<file path="src/rtl/alu16_mul_seq.sv">
// -----------------------------------------------------------------------------
// alu16_mul_seq
//   Sequential unsigned WIDTH x WIDTH -> 2*WIDTH shift-add multiplier
//   controller. It sits one stage upstream of an external 74LS181-style
//   alu_16bit. The external ALU performs the per-cycle add (or pass-through),
//   and this block shifts the result into a 2*WIDTH accumulator over WIDTH
//   cycles. Data is active-high. The ALU carry-in and carry-out are active-low.
//
// Ports
//   clk         in   rising-edge clock
//   rst_n       in   asynchronous active-low reset
//   start       in   operation request, sampled only in IDLE
//   op_a        in   multiplicand, latched when start is accepted
//   op_b        in   multiplier, latched when start is accepted
//   busy        out  high in RUN and DONE
//   done        out  one-cycle pulse in DONE
//   product     out  result register, held until the next completion
//   alu_a       out  ALU a operand (accumulator high half)
//   alu_b       out  ALU b operand (latched multiplicand)
//   alu_select  out  ALU function select
//   alu_mode    out  ALU mode (0 arithmetic, 1 logic)
//   alu_cin     out  ALU carry-in (active-low, tied to "no carry")
//   alu_f       in   ALU result
//   alu_cout    in   ALU carry-out (active-low)
// -----------------------------------------------------------------------------
module alu16_mul_seq #(
  parameter int          WIDTH     = 16,
  parameter logic [3:0]  SEL_ADD   = 4'b1001,
  parameter logic [3:0]  SEL_PASSA = 4'b1111
) (
  input  logic                 clk,
  input  logic                 rst_n,
  input  logic                 start,
  input  logic [WIDTH-1:0]     op_a,
  input  logic [WIDTH-1:0]     op_b,
  output logic                 busy,
  output logic                 done,
  output logic [2*WIDTH-1:0]   product,
  output logic [WIDTH-1:0]     alu_a,
  output logic [WIDTH-1:0]     alu_b,
  output logic [3:0]           alu_select,
  output logic                 alu_mode,
  output logic                 alu_cin,
  input  logic [WIDTH-1:0]     alu_f,
  input  logic                 alu_cout
);

  localparam int                CW   = $clog2(WIDTH);
  localparam logic [CW-1:0]     LAST = CW'(WIDTH - 1);

  typedef enum logic [1:0] {
    IDLE = 2'b00,
    RUN  = 2'b01,
    DONE = 2'b10
  } state_t;

  state_t                state_q;
  logic                  busy_q;
  logic                  done_q;
  logic [CW-1:0]         count_q;
  logic [WIDTH-1:0]      mcand_q;
  logic [2*WIDTH-1:0]    acc_q;
  logic [2*WIDTH-1:0]    acc_d;
  logic [2*WIDTH-1:0]    product_q;
  logic                  add_cycle;
  logic                  carry_in_shift;

  // An add is requested only while running and the current multiplier bit
  // (acc low bit) is set. In every other cycle the ALU passes A through, so
  // the shift below still moves the accumulator correctly.
  assign add_cycle = (state_q == RUN) && acc_q[0];

  // ALU drive is purely combinational from state and registers.
  assign alu_a      = acc_q[2*WIDTH-1:WIDTH];
  assign alu_b      = mcand_q;
  assign alu_cin    = 1'b1;
  assign alu_select = add_cycle ? SEL_ADD : SEL_PASSA;
  assign alu_mode   = add_cycle ? 1'b0 : 1'b1;

  // The carry-out is active-low, so invert it. In pass-through cycles the
  // ALU carry output is meaningless, so a zero is shifted in instead.
  assign carry_in_shift = acc_q[0] ? ~alu_cout : 1'b0;

  // Shift the (2*WIDTH+1)-bit value {carry, f, acc_lo} right by one. The
  // bit that falls off is the multiplier bit consumed this cycle.
  always_comb begin
    acc_d = {carry_in_shift, alu_f, acc_q[WIDTH-1:1]};
  end

  always_ff @(posedge clk or negedge rst_n) begin
    if (!rst_n) begin
      state_q   <= IDLE;
      busy_q    <= 1'b0;
      done_q    <= 1'b0;
      count_q   <= '0;
      mcand_q   <= '0;
      acc_q     <= '0;
      product_q <= '0;
    end else begin
      case (state_q)
        IDLE: begin
          done_q <= 1'b0;
          if (start) begin
            mcand_q <= op_a;
            acc_q   <= {{WIDTH{1'b0}}, op_b};
            count_q <= '0;
            busy_q  <= 1'b1;
            state_q <= RUN;
          end
        end
        RUN: begin
          acc_q   <= acc_d;
          count_q <= count_q + 1'b1;
          // Fixed WIDTH iterations. There is deliberately no early exit on a
          // zero multiplier, so the latency never depends on the operands.
          if (count_q == LAST) begin
            product_q <= acc_d;
            done_q    <= 1'b1;
            state_q   <= DONE;
          end
        end
        DONE: begin
          // This always passes through IDLE, so start cannot chain directly.
          done_q  <= 1'b0;
          busy_q  <= 1'b0;
          state_q <= IDLE;
        end
        default: begin
          done_q  <= 1'b0;
          busy_q  <= 1'b0;
          state_q <= IDLE;
        end
      endcase
    end
  end

  assign busy    = busy_q;
  assign done    = done_q;
  assign product = product_q;

endmodule

</file>
<file path="config.mk">
export PLATFORM = sky130hd
export DESIGN_NAME = alu16_mul_seq
export DESIGN_NICKNAME = d
export VERILOG_FILES = /design/src/rtl/alu16_mul_seq.sv
export SDC_FILE = /design/constraint.sdc
export NUM_CORES = 1
export LEC_CHECK = 0
export CAP_MARGIN = 20
export CORE_ASPECT_RATIO = 1.25
export CORE_MARGIN = 2
export CORE_UTILIZATION = 36
export CTS_BUF_LIST = sky130_fd_sc_hd__clkbuf_8 sky130_fd_sc_hd__clkbuf_16
export CTS_CLUSTER_SIZE = 25
export DETAILED_ROUTE_END_ITERATION = 6
export GPL_ROUTABILITY_DRIVEN = 0
export PLACE_DENSITY = 0.76
export SLEW_MARGIN = 10
export SYNTH_ARGS = -nofsm -noshare
export SYNTH_HDL_FRONTEND = slang
export SYNTH_SLANG_ARGS = --single-unit
</file>
<file path="constraint.sdc">
create_clock -name clk -period 3 [get_ports clk]
set_input_delay 0.45 -clock clk [delete_from_list [all_inputs] [get_ports clk]]
set_output_delay 0.45 -clock clk [all_outputs]
set_load 0.01 [all_outputs]
</file>
; ---- Word-level counts from Yosys, hierarchy flattened
; Index checks and enable logic that the tools add are counted.
[totals]
romBits = 0
mem_bits_rw = 0
elab_cells = 36
regBits = 88
latchBits = 0
inputBits = 52
mem_count = 0
[op_classes]
reduce_logical = 8
mul = 0
mux = 14
shift = 0
div = 0
eq_ne = 4
n_addsub = 1
n_bitwise = 2
magnitude_cmp = 0
[op_table]
columns = operator, n
row1 = $pmux W32 S2, 1
row2 = $mux W32, 1
row3 = $reduce_and A2 Y1, 5
row4 = $pmux W4 S2, 1
row5 = $mux W1, 5
row6 = $add A4 B1 Y4 const B, 1
row7 = $eq A4 B4 Y1 const B, 1
row8 = $mux W2, 2
row9 = $mux W4, 1
row10 = $pmux W2 S2, 1
row11 = $mux W3, 1
row12 = $eq A2 B1 Y1 const B, 1
row13 = $logic_not A2 Y1, 1
row14 = $ne A2 B1 Y1 const B, 1
row15 = $ne A2 B2 Y1 const B, 1
row16 = $not A1 Y1, 2
row17 = $pmux W1 S2, 1
row18 = $reduce_bool A2 Y1, 1
row19 = $logic_and A1 B1 Y1, 1

; ---- Logic depth before layout (Yosys ltp)
; Gate-level depths: netlist (run 1).
[logic_depth]
word_depth = 3
mapped_depth = 6
depth_no_buf = 4

; ---- Worst setup path after synthesis (run 1)
; OpenSTA, ideal clock, no wires.
[synth_timing]
path_kind = register -> output
startpoint = reg state_q[1]
endpoint = out alu_select[1]
path_stages_with_launch = 5
setup_slack_ns = 1.350
path_buffers = 2
arrival_time_ns = 1.200
t_required_ns = 2.550
cell_sequence = dfrtp_1 > nor2b_4 > clkbuf_1 > nand2_1 > buf_4
[synth_via]
elab_chain_cells = 3
[synth_lines]
columns = element, line_no
row1 = "start, declared", 57  ; state_t state_q;
row2 = "start signal, assigned", 92  ; state_q <= IDLE;
row3 = "start signal, assigned", 108  ; state_q <= RUN;
row4 = "start signal, assigned", 119  ; state_q <= DONE;
row5 = $eq A2 B1 Y1, 71  ; assign add_cycle = (state_q == RUN) && acc_q[0];
row6 = $logic_and A1 B1 Y1, 71
row7 = $mux W3, 77  ; assign alu_select = add_cycle ? SEL_ADD : SEL_PASSA;
row8 = "end, declared", 41  ; output logic [3:0] alu_select,
; No other way between the ends.

; ---- Final worst setup path (run 1)
[layout_timing]
startpoint = reg state_q[1]
endpoint = out alu_mode
[layout_via]
elab_chain_cells = 3
[layout_lines]
columns = element, line_no
row1 = $eq A2 B1 Y1, 71
row2 = $logic_and A1 B1 Y1, 71
row3 = $mux W1, 78  ; assign alu_mode = add_cycle ? 1'b0 : 1'b1;
row4 = "end, declared", 42  ; output logic alu_mode,
; No other way between the ends.

==> results.tsv, run 1 <==
metric	value	unit
status	finished, final reports clean	
maxSlewHeadroom	39.3	%
synth_top_cell_by_area	dfrtp_1	
critical_path_arrival	1810	ps
hold_violations	0	
grt_pass1_vias	2767	
ys_warn_count	0	
drt_iter0_markers	92	
grt_max_degree	89	
synth_compound_area_share	10.6	%
cts_num_sinks	88	
finalCritPeriodShare	75.5	%
min_period	2260	ps
grt_pass1_wl	14.1	mm
drv_slew	0	
critPathKind	reg2out	
vias_per_cell	4.87	
cts_tree	done	
ioPinCount	124	
htree_levels	3	
die_w	94.7	um
synthSimpleGateAreaFrac	9.40	%
diodes	0	
skew	4.45	ps
root_buffer	clkbuf_16	
synthTopCellsByCount	dfrtp_1 (88), nand2_1 (67), mux2_4 (29)	
vdd_drop_max	0.417	mV
yosysTopAreaCellShare	59.5	%
hold_ws	117	ps
async_flop_share	100	%
cap_violations	0	
core-area	0.0101	mm2
syn_area	0.00370	mm2
antenna_found_initial	0	
drcViolationCount	0	
first_pass_iters	4	
slowest_stage	clkdlybuf4s50_1	
rows	41	
wl_per_cell	15.8	um
crit_path_start_kind	register	
ys_seq_elements	88	
fmaxAchievable	0.442	GHz
synth_edf_count	0	
worstMarginPinSlew	906	ps
rsz0062_at_grt	false	
fin_nets	451	
ctsHoldBuffers	0	
yosysUniqueCellTypes	30	
io_buffers	120	
power	5.37	mW
track_usage	16.2	%
synth-xor-area-share	0	%
clkSlewWorstSetupHoldPaths	60	ps
cts_resized	0	
cp_cell_sequence	nor2b_4 -> buf_4 -> nand2_1 -> clkdlybuf4s50_1	
pre_cts_ws	880	ps
synth_fa_ha_area_share	0.338	%
clock_latency	330	ps
vias	2592	
synth_flop_cell	dfrtp_1	
syn-mean-instance-area	12.5	um2
clock_path_buffers	2	
yosys.cell_count.top_type	dfrtp_1	
cp-end-kind	primary output	
numCtsBuffers	9	
die-height	117	um
start_util	36.8	%
slowest_delay	490	ps
routed_wl	8.43	mm
area_growth	40.5	%
hp-class	in2async	
cp_top_family	buffers and inverters	
fin_ws	736	ps
hpwl	5.55	mm
critPathBufInv	2	
finalSetupViolCount	0	
crit_fanout	19	
synth_mux_area_share	12.9	%
synth_top_family_by_area	multiplexers	
fp.dieArea	0.0111	mm2
cp_data_required_time	2550	ps
leakage	2.30	nW
tns	0	ps
post_cts_buffers	0	
postSynthCellCount	297	
ys_seq_area_share	59.5	%
antenna_left	0	
drive_above_1_share	14.6	%
synth.area.top_cells	dfrtp_1 (59%), mux2_4 (12%), nand2_1 (6.8%)	
power.density	1030	mW/mm2
gr-total-overflow	0	
## per-stage QoR
stage          utilization, %  area (um2)  cells
3_3_place_gp             48.4        4870    516
4_1_cts                  51.7        5200    532
3_5_place_dp             48.4        4870    516
6_report                 51.7        5200    532
5_1_grt                  51.7        5200    532
2_1_floorplan               -        3710    299
## path summary, 6_finish.rpt
kind / end / slack (ps) / depth (start not counted) / from
worst max-delay path: alu_mode / 740 / 4 / state_q[1]
worst max register to register: product[1] / 990 / 4 / state_q[1]
worst min register to register: count_q[3] / 480 / 1 / count_q[3]
worst min-delay path: acc_q[18] / 120 / 2 / rst_n
min in group clk: count_q[3] / 480 / 1 / count_q[3]
max in group asynchronous: acc_q[31] / 2460 / 2 / rst_n
## final cells by class
type | instances | area [um2]
Inverter | 1 | 3.75
Clock inverter | 6 | 90.1
Clock buffer | 10 | 239
Tap cell | 129 | 161
Multi-Input combinational cell | 172 | 1250
Timing Repair Buffer | 126 | 1260
Sequential cell | 88 | 2200
Fill cell | 900 | 4860
## power by group
group / total [mW] / switching [mW] / internal, mW
Clock: 1.22 / 0.461 / 0.757
Combinational: 2.09 / 0.808 / 1.28
Sequential: 2.07 / 0.350 / 1.72
Total: 5.37 / 1.62 / 3.76
## cell families (layout without fill, tap and decap cells)
kind of cell,after synthesis,after routing
AOI/OAI and AO/OA,56,56
buffers and inverters,39,143
muxes,33,33
DFF,88,88
adders and majority gates,1,1
and+or+nand+nor,79,79
other,1,3
## flip-flops by register name, summed over array words and instances, names as in the netlist
register / count
done: 1
busy: 1
state_q: 2
alu_b: 16
count_q: 4
acc_q: 32
product: 32
## routing by layer
layer  global-route usage, %  share of wire, %
met5                       0                 0
met4                    5.98               1.5
met1                    20.7                43
met2                    26.2                51
met3                    4.11               4.4
## layout by cell type (no fill, tap or decap), types with 2 or more instances in the layout
cell and count:
buf_4 6, mux2_2 3, clkdlybuf4s50_1 119, nor2b_1 2, nand2_1 67, conb_1 3, mux2_4 29, clkbuf_16 9
inv_6 2, o21ai_0 20, a22o_1 17, bufinv_16 2, nand2b_1 2, dfrtp_1 88, a22oi_1 15
(Power assumes the default switching activity.)
==> run 2: changes to the inputs <==
- clock period: 3 -> 2.32 ns (I/O delays scaled with it)
==> results.tsv, run 2 (synthesized netlist as in run 1, its figures left out) <==
metric	value	unit	change
status	finished, final reports clean		
regArea	0.00220	mm2	unchanged
skew	10.8	ps	+6.32 ps
tns	0	ps	unchanged
critPathKind	reg2out		
p_int	4.72	mW	+26%
clock_path_buffers	2		unchanged
diodes	0		unchanged
power_frac_comb	39.8	%	+1.0 points
cap_violations	0		unchanged
ioPinCount	124		unchanged
cts_num_sinks	88		unchanged
vias_per_cell	4.82		-1.1%
power_frac_seq	39.2	%	+0.7 points
antenna_left	0		unchanged
multi_input_area	0.00125	mm2	unchanged
grt_pass1_wl	13.5	mm	-4.2%
rsz0062_at_grt	false		
rows	41		unchanged
drcViolationCount	0		unchanged
numCtsBuffers	9		unchanged
drive_above_1_share	15.2	%	+0.59 points
fp.dieArea	0.0111	mm2	unchanged
crit_fanout	7		-12
start_util	36.8	%	unchanged
grt_max_degree	49		-45%
netSwitchingFraction	30.8	%	+0.64 points
drv_slew	0		unchanged
clkSlewWorstSetupHoldPaths	60	ps	about the same
critical_path_arrival	1590	ps	-220 ps
antenna_found_initial	0		unchanged
grt_pass1_vias	2737		-1.1%
die_w	94.7	um	unchanged
layout_common_cells	clkdlybuf4s50_1 (119), dfrtp_1 (88), nand2_1 (67), mux2_4 (29), o21ai_0 (20)		
switching_power	2.10	mW	+30%
cts_tree	done		
gr-total-overflow	0		unchanged
post_cts_buffers	0		unchanged
ctsHoldBuffers	0		unchanged
first_pass_iters	6		+2
cp-end-kind	primary output		
track_usage	15.6	%	-0.58 points
vias	2583		-0.35%
power.density	1310	mW/mm2	+27%
final_common_cell	clkdlybuf4s50_1		
critPathBufInv	1		-1
vdd_drop_max	0.526	mV	+26%
hp-class	in2async		
power.share.clock	21.0	%	-1.7 points
min_period	1940	ps	
htree_levels	3		unchanged
cts_resized	0		unchanged
slowest_delay	500	ps	about the same
cp_cell_sequence	nor2b_4 -> nand2_1 -> clkdlybuf4s50_1		
worstMarginPinSlew	623	ps	-283 ps
fill_cells	906		+0.67%
cp_data_required_time	1970	ps	-580 ps
finalSetupViolCount	0		unchanged
power	6.83	mW	+27%
clock_latency	340	ps	about the same
hold_violations	0		unchanged
root_buffer	clkbuf_16		
core-area	0.0101	mm2	unchanged
slowest_stage	clkdlybuf4s50_1		
fin_nets	455		+0.89%
cp_top_family	buffers and inverters		
hpwl	5.85	mm	+5.4%
routed_wl	8.42	mm	about the same
area_growth	40.8	%	
io_buffers	120		unchanged
drt_iter0_markers	91		-1.1%
leakage	2.30	nW	about the same
maxSlewHeadroom	58.5	%	+19 points
fmaxAchievable	0.515	GHz	
finalCritPeriodShare	83.7	%	
reg2reg_setup_slack	470	ps	-520 ps
wl_per_cell	15.7	um	-0.83%
crit_path_start_kind	register		
die-height	117	um	unchanged
[run 2: cell count changes in the layout (fill, tap and decap cells not counted), sizes merged]
cell,delta
clkinv,-1
clkinvlp,+3
buf,+4
bufinv,-1
clkbuf,-1
[run 2: metal layers]
layer  global-route usage [%]  vias up  part of all wire [%]
li1                         -     1202                     -
met1                     20.6     1292                    44
met2                     24.0       77                    50
met3                     4.50       12                   4.4
met4                     6.16        0                   1.9
met5                        0        -                     0
[run 2: area by class of cell]
cell class              instances  area share [%]
flip-flops and latches         88            42.3
repair buffers                130            24.9
multi-input cells             172            23.9
clock buffers                   9            4.32
well taps                     129            3.10
clock inverters                 7            1.39
inverters                       1          0.0720
[run 2: worst register-to-register path, delay by kind of cell, from the launching register on]
family	cells	cell delay, ps
muxes	1	340
buffers and inverters	1	230
and+or+nand+nor	2	590
adders and majority gates	1	190
DFF	1	380
[run 2: metrics by stage]
| stage | worst slack (ps) | util (%) | cells | hold WS, ps | instance area (um2) |
|---|---|---|---|---|---|
| 2_1_floorplan | 735 | - | 299 | 52.4 | 3710 |
| 3_3_place_gp | 429 | 48.9 | 520 | 398 | 4910 |
| 3_5_place_dp | 408 | 48.9 | 520 | 408 | 4910 |
| 4_1_cts | 346 | 51.8 | 536 | 45.9 | 5210 |
| 5_1_grt | 287 | 51.8 | 536 | 71.5 | 5210 |
| 6_report | 377 | 51.8 | 536 | 25.4 | 5210 |
[run 2: power groups by stage]
stage	Sequential (mW)	Combinational, mW	Clock [mW]
floorplan	2.79	1.27	0
global placement	2.67	2.68	0
detailed placement	2.69	2.75	0
CTS	2.68	2.76	1.47
global route	2.76	2.93	1.55
finish	2.68	2.72	1.43
[run 2: final timing paths]
path	startpoint	end	cells past startpoint
setup / recovery	state_q[1]	alu_mode	3
hold / removal	rst_n	product[19]	1
setup reg to reg	count_q[1]	product[1]	5
hold reg to reg	count_q[3]	count_q[3]	1
max in group asynchronous	rst_n	product[13]	2
min in group clk	count_q[3]	count_q[3]	1
==> run 3: changes to the inputs <==
- PLACE_DENSITY: 0.76 -> 0.78
- clock period: 2.32 -> 1.65 ns (I/O delays scaled with it)
==> results.tsv, run 3 (synthesized netlist as in run 1, its figures left out) <==
metric	value	unit	change
antenna_left	0		unchanged
routed_wl	8.95	mm	+6.3%
die_w	94.7	um	unchanged
dpl.cell_count	527		+1.3%
track_usage	16.3	%	+0.71 points
finalSetupViolCount	0		unchanged
finalCritPeriodShare	98.0	%	
cp-end-kind	register		
critPathKind	reg2reg		
slowest_stage	dfrtp_1		
clock_path_buffers	2		unchanged
io_buffers	120		unchanged
htree_levels	3		unchanged
cts_tree	done		
drv_slew	0		unchanged
min_period	1620	ps	
drt_iter0_markers	124		+36%
r2r_start	count_q[1]		
cp_data_required_time	1860	ps	-110 ps
ioPinCount	124		unchanged
cts_num_sinks	88		unchanged
core-area	0.0101	mm2	unchanged
cp_cell_sequence	ha_2 -> and3_4 -> and2_4 -> clkbuf_16 -> mux2_4		
hold_violations	0		unchanged
start_util	36.8	%	unchanged
power.density	1820	mW/mm2	+39%
final_common_cell	clkdlybuf4s50_1		
vias	2682		+3.8%
die-height	117	um	unchanged
cp_top_family	simple AND/OR/NAND/NOR gates		
fin_nets	474		+4.2%
fmaxAchievable	0.619	GHz	
hpwl	6.08	mm	+3.9%
root_buffer	clkbuf_16		
grt_pass1_vias	2792		+2.0%
worstMarginPinSlew	512	ps	-111 ps
clock_latency	330	ps	about the same
first_pass_iters	6		unchanged
tns	0	ps	unchanged
skew	3.72	ps	-7.04 ps
wl_per_cell	16.1	um	+2.6%
fp.dieArea	0.0111	mm2	unchanged
gr-total-overflow	0		unchanged
diodes	0		unchanged
slowest_delay	380	ps	-120 ps
grt_pass1_wl	14.2	mm	+5.0%
area_growth	47.8	%	
critical_path_arrival	1830	ps	+240 ps
vias_per_cell	4.83		+0.28%
status	finished, final reports clean		
crit_fanout	6		-1
antenna_found_initial	0		unchanged
critPathBufInv	1		unchanged
drcViolationCount	0		unchanged
grt_max_degree	38		-22%
drive_above_1_share	19.5	%	+4.3 points
hp-class	in2async		
clkSlewWorstSetupHoldPaths	60	ps	about the same
maxSlewHeadroom	65.8	%	+7.4 points
leakage	2.44	nW	+5.9%
rows	41		unchanged
layout_common_cells	clkdlybuf4s50_1 (116), dfrtp_1 (88), nand2_1 (67), mux2_4 (30)		
cap_violations	0		unchanged
crit_start	count_q[1]		
numCtsBuffers	9		unchanged
power	9.96	mW	+46%
layoutNonFillerInstCount	555		+3.5%
crit_path_start_kind	register		
vdd_drop_max	0.838	mV	+59%
[run 3: final cells by class]
type                       count  area, um2
clock buffer                  10        239
multi-input combinational    173       1260
tap                          129        161
fill                         879       4580
timing repair buffer         148       1520
sequential                    88       2200
clock inverter                 6       82.6
inverter                       1       3.75
[run 3: worst paths after layout]
path | to | slack, ps | cells past startpoint
max | product[15] | 30 | 5
min | acc_q[18] | 450 | 2
max reg2reg | product[15] | 30 | 5
min reg2reg | alu_b[1] | 480 | 2
max in group asynchronous | alu_b[1] | 620 | 3
min in group clk | alu_b[8] | 450 | 3
[run 3: what timing repair did]
action,4_1_cts,5_1_grt
resized for setup,3,3
hold buffers,1,0
setup endpoints to repair,3,28
gates cloned,0,3
endpoints found under the hold margin,35,0
pin swaps,0,1
buffers inserted,0,8
[run 3: worst reg2reg max path: stages (launching register included)]
cell and delay, ps:
dfrtp_1 380, ha_2 210, and3_4 190, and2_4 250, clkbuf_16 190, mux2_4 290
[run 3: metal layers]
metal  track usage (%)  wire length (um)  vias to the layer above  part of all wire [%]
li1                  -                 -                     1249                     -
met1              21.1              3810                     1334                    43
met2              26.4              4560                       87                    51
met3              2.89               432                       12                   4.8
met4              7.43               146                        0                   1.6
met5                 0                 0                        -                     0
[run 3: stage by stage]
stage	setup WS (ps)	instance area [um2]	utilization (%)	hold slack, ps
after floorplan	64.8	3710	-	-48.1
after global placement	75.2	5010	49.9	244
after detailed placement	15.8	5010	49.9	255
after CTS	6.68	5340	53.1	439
after global routing	-23.1	5470	54.4	459
final	33.6	5470	54.4	446
[run 3: report_power, final]
part           leakage [nW]  switching [mW]  total [mW]  internal [mW]
registers              1.08           0.645        3.77           3.13
clock network         0.158           0.807        2.17           1.36
logic                  1.20            1.53        4.02           2.49
